### src/rtl/sum_accumulator.sv
// ============================================================================
//  Module   : sum_accumulator
//  Brief    : Accumulates N_SAMPLES adder sum words per frame and presents the
//             frame total on a valid/ready port. Optional SATURATE_EN macro
//             clamps the total at 2^ACC_W-1 and raises ovf.
//  Revision : 1.0  initial release
// ============================================================================
`default_nettype none

module sum_accumulator #(
    parameter int IN_W      = 9,
    parameter int ACC_W     = 11,
    parameter int N_SAMPLES = 8
) (
    input  logic             clk,
    input  logic             rst,
    input  logic             clear,
    input  logic [IN_W-1:0]  in_sum,
    input  logic             in_valid,
    output logic             in_ready,
    output logic [ACC_W-1:0] out_acc,
    output logic             out_valid,
    input  logic             out_ready,
    output logic             ovf,
    output logic             busy
);

    typedef enum logic [1:0] {
        S_IDLE  = 2'd0,
        S_ACCUM = 2'd1,
        S_HOLD  = 2'd2
    } state_t;

    // Count value held while waiting for the final word of a frame.
    localparam logic [7:0] c_last_cnt = 8'(N_SAMPLES - 1);

    state_t           r_state;
    state_t           w_state_next;
    logic [ACC_W-1:0] r_acc;
    logic [ACC_W-1:0] w_acc_next;
    logic [ACC_W-1:0] r_out_acc;
    logic [ACC_W-1:0] w_out_acc_next;
    logic [7:0]       r_cnt;
    logic [7:0]       w_cnt_next;
    logic             r_ovf;
    logic             w_ovf_next;

    logic             w_in_accept;
    logic             w_out_accept;
    logic             w_last;
    logic [ACC_W-1:0] w_in_ext;
    logic [ACC_W-1:0] w_base;
    logic [ACC_W-1:0] w_add_res;
    logic             w_add_ovf;

    assign in_ready     = !clear && (r_state != S_HOLD);
    assign out_valid    = (r_state == S_HOLD);
    assign busy         = (r_state != S_IDLE);
    assign out_acc      = r_out_acc;
    assign ovf          = r_ovf;

    assign w_in_accept  = in_valid & in_ready;
    assign w_out_accept = out_valid & out_ready;
    // cnt is 0 in IDLE, so this also covers the single-sample frame.
    assign w_last       = (r_cnt == c_last_cnt);
    assign w_in_ext     = ACC_W'(in_sum);
    assign w_base       = (r_state == S_IDLE) ? '0 : r_acc;

`ifdef SATURATE_EN
    logic [ACC_W:0] w_sum;
    assign w_sum     = {1'b0, w_base} + {1'b0, w_in_ext};
    assign w_add_ovf = w_sum[ACC_W];
    assign w_add_res = w_sum[ACC_W] ? {ACC_W{1'b1}} : w_sum[ACC_W-1:0];
`else
    assign w_add_ovf = 1'b0;
    assign w_add_res = w_base + w_in_ext;
`endif

    always_comb begin
        w_state_next   = r_state;
        w_acc_next     = r_acc;
        w_cnt_next     = r_cnt;
        w_ovf_next     = r_ovf;
        w_out_acc_next = r_out_acc;
        if (clear) begin
            w_state_next = S_IDLE;
            w_acc_next   = '0;
            w_cnt_next   = '0;
            w_ovf_next   = 1'b0;
        end else begin
            case (r_state)
                S_IDLE, S_ACCUM: begin
                    if (w_in_accept) begin
                        w_acc_next = w_add_res;
                        w_cnt_next = r_cnt + 8'd1;
                        w_ovf_next = r_ovf | w_add_ovf;
                        if (w_last) begin
                            w_state_next   = S_HOLD;
                            w_out_acc_next = w_add_res;
                        end else begin
                            w_state_next = S_ACCUM;
                        end
                    end
                end
                S_HOLD: begin
                    if (w_out_accept) begin
                        w_state_next = S_IDLE;
                        w_acc_next   = '0;
                        w_cnt_next   = '0;
                        w_ovf_next   = 1'b0;
                    end
                end
                default: begin
                    w_state_next = S_IDLE;
                    w_acc_next   = '0;
                    w_cnt_next   = '0;
                    w_ovf_next   = 1'b0;
                end
            endcase
        end
    end

    always_ff @(posedge clk or posedge rst) begin
        if (rst) begin
            r_state   <= S_IDLE;
            r_acc     <= '0;
            r_cnt     <= '0;
            r_ovf     <= 1'b0;
            r_out_acc <= '0;
        end else begin
            r_state   <= w_state_next;
            r_acc     <= w_acc_next;
            r_cnt     <= w_cnt_next;
            r_ovf     <= w_ovf_next;
            r_out_acc <= w_out_acc_next;
        end
    end

endmodule

`default_nettype wire

### config.mk
export PLATFORM = sky130hd
export DESIGN_NAME = sum_accumulator
export DESIGN_NICKNAME = d
export VERILOG_FILES = /design/src/rtl/sum_accumulator.sv
export SDC_FILE = /design/constraint.sdc
export NUM_CORES = 1
export LEC_CHECK = 0
export ABC_AREA = 1
export CAP_MARGIN = 20
export CORE_MARGIN = 3
export CORE_UTILIZATION = 45
export DETAILED_ROUTE_END_ITERATION = 8
export GPL_TIMING_DRIVEN = 0
export HOLD_SLACK_MARGIN = 0.1
export PLACE_DENSITY = 0.68
export REMOVE_ABC_BUFFERS = 1
export SKIP_LAST_GASP = 1
export SLEW_MARGIN = 25
export SYNTH_ARGS = -nofsm -noshare
export SYNTH_HDL_FRONTEND = slang
export SYNTH_SLANG_ARGS = --single-unit
export TNS_END_PERCENT = 5
### constraint.sdc
create_clock -name clk -period 4.55 [get_ports clk]
set_input_delay 1.365 -clock clk [delete_from_list [all_inputs] [get_ports clk]]
set_output_delay 1.365 -clock clk [all_outputs]
set_load 0.01 [all_outputs]
==> results.py <==
metrics = {
    "outcome": {
        "status": "finished clean",
    },
    "sta": {
        "setup_violations": 0,
        "skew_ps": 5.16,
        "setup_ws_ps": 723,
        "max_slew_margin_pct": 54.5,
        "worstMarginPinSlew_ps": 682,
        "fmax_ghz": 0.261,
        "rsz0062_at_grt": "false",
        "tns_ps": 0,
        "slew_viol_final": 0,
        "fin_crit_ps": 3830,
        "hold_viol": 0,
        "finalCritPeriodShare_pct": 84.1,
    },
    "clock_network": {
        "cts_buffers": 5,
        "clk_latency_ps": 280,
        "post_cts_resized": 0,
        "hold_buffers": 0,
        "clock-sinks": 32,
        "cts_root_buf": "clkbuf_8",
        "path_clk_slew_ps": 60,
        "clockBufferDepth": 2,
        "cts_tree": "built",
        "post-cts-setup-buffers": 0,
        "cts_max_level": 2,
    },
    "grt": {
        "grt_pass1_vias": 1658,
        "grt_pass1_wl_um": 7300,
        "antenna_found_initial": 0,
        "overflow": 0,
        "grt_use_total_pct": 17.9,
        "grt_max_degree": 33,
    },
    "final_layout": {
        "final_cell_mix": "nand2_1, inv_1, dfrtp_1",
        "drive_gt1_share_pct": 7.33,
        "fin_area_sq_um": 2390,
        "layout.nets": 324,
        "antennaDiodeCount": 0,
        "final_cells": 350,
        "syn2layout_area_growth_pct": 19.7,
        "mostFrequentLayoutCell": "nand2_1",
    },
    "detailed_routing": {
        "vias_per_cell": 4.87,
        "ant_nets": 0,
        "wl_um": 4140,
        "dr.pass1.iters": 4,
        "vias": 1706,
        "drc": 0,
        "drt_iter0_markers": 64,
        "post_drt_wl_per_cell_um": 11.8,
    },
    "synth": {
        "syn_inst": 268,
        "syn_area_sq_um": 1990,
        "ys_ff_latch": 32,
        "seq_area_frac_synth_pct": 40.2,
        "synth_warnings": 0,
        "synth.distinct_cells": 31,
        "avgSynthCellArea_sq_um": 7.44,
    },
    "critical_path": {
        "crit_path_start_kind": "primary input",
        "endpoint_kind": "primary output",
        "arrival_ps": 2460,
        "path_max_fanout": 3,
        "worst-setup-path-type": "primary input to primary output",
        "crit_required_ps": 3180,
    },
    "power_and_ir_drop": {
        "ir_worst_vdd_mv": 0.131,
        "power.density_nw_per_um2": 258,
        "p_leak_nw": 1.33,
    },
    "floorplan": {
        "fp.dieW_um": 72.6,
        "initial_core_util_pct": 48.1,
        "fp.dieArea_sq_um": 5270,
        "std_cell_rows": 23,
        "coreArea_sq_um": 4140,
        "pin_count": 29,
        "dieHeight_um": 72.6,
    },
    "place": {
        "gp_congestion": 0.849,
        "dp_slack_ps": 720,
        "placed_area_sq_um": 2300,
        "portBuffers": 27,
        "place_hpwl_um": 3090,
        "placed_cells": 342,
    },
    "min_path": {
        "worst_hold_path_type": "flop to flop",
    },
    "run": {
        "maxCapViolations": 0,
    },
}
[power breakdown]
part	switching, mW	leakage [nW]	total [mW]	internal [mW]
clock	0.102	0.0455	0.225	0.123
combinational	0.0543	0.849	0.0916	0.0373
sequential	0.00568	0.438	0.300	0.294
[path summary, 6_finish.rpt]
path	depth (start not counted)	endpoint	slack [ps]	startpoint
hold / removal	2	r_acc[8]$_DFFE_PP0P_	480	r_acc[8]$_DFFE_PP0P_
min in group asynchronous	2	out_acc[10]$_DFFE_PP0P_	1510	rst
hold reg to reg	2	r_acc[8]$_DFFE_PP0P_	480	r_acc[8]$_DFFE_PP0P_
max in group asynchronous	2	r_cnt[4]$_DFFE_PP0P_	2610	rst
setup reg to reg	11	out_acc[6]$_DFFE_PP0P_	2190	r_state[1]$_DFFE_PP0P_
setup / recovery	3	in_ready	720	clear
[synthesized netlist by cell type]
cell      instances  area, sq um
a21oi_1           6         30.0
a21oi_2           1         8.76
a22o_1            1         8.76
and2_1            1         6.26
buf_4             1         7.51
buf_6             2         22.5
conb_1            1         3.75
dfrtp_1          32          801
fa_1              1         20.0
ha_1             10          125
inv_1            43          161
inv_2             4         15.0
nand2_1          83          312
nand2_4           2         22.5
nand2b_1          1         6.26
nand3_1          26          130
nand3b_1          1         7.51
nand3b_4          1         20.0
nand4_1           3         18.8
nor2_1           21         78.8
nor2_2            1         6.26
nor2_4            2         22.5
nor2_8            1         20.0
nor3_1            1         5.00
o21ai_0          11         55.1
o21ai_1           1         5.00
o21ai_2           2         17.5
o22ai_1           4         25.0
or2_2             1         6.26
xnor2_1           2         17.5
xor2_1            1         8.76
[cell families (layout without fill, tap and decap cells)]
| family | count (synthesis) | in the layout | synth area share (%) |
|---|---|---|---|
| and+or+nand+nor | 145 | 145 | 33.2 |
| buffers and inverters | 50 | 82 | 10.4 |
| DFF | 32 | 32 | 40.2 |
| AOI/OAI and AO/OA | 26 | 26 | 7.53 |
| adders and majority gates | 11 | 11 | 7.28 |
| xor gates and xnor gates | 3 | 3 | 1.32 |
| other | 1 | 1 | 0.188 |
[worst max-delay path: stages]
cell and delay (ps):
clkdlybuf4s50_1 450, nor2_1 110, clkdlybuf4s50_1 530
[layer usage]
layer | global-route usage (%) | share of wire [%] | vias up
met5 | 0 | 0 | -
met4 | 6.35 | 1.5 | 0
met2 | 28.6 | 44 | 36
met1 | 23.8 | 50 | 770
met3 | 3.99 | 4.9 | 7
li1 | - | - | 893
[stage by stage]
step           utilization [%]  hold WS (ps)  total power [mW]
3_3_place_gp              55.4           463             0.395
5_1_grt                   57.6           501             0.647
3_5_place_dp              55.4           466             0.397
6_report                  57.6           481             0.617
4_1_cts                   57.6           483             0.625
2_1_floorplan                -           449             0.365
[state kept, by name (all words and copies together), names as in the netlist]
signal / flops
out_acc: 11
r_acc: 11
r_cnt: 8
r_state: 2
[area by class of cell]
cell class,count,area (sq um)
sequential,32,801
fill,409,1760
timing repair buffer,27,270
multi-input combinational,186,987
clock buffer,8,90.1
inverter,47,176
tap,50,62.6
(Power assumes the default switching activity.)
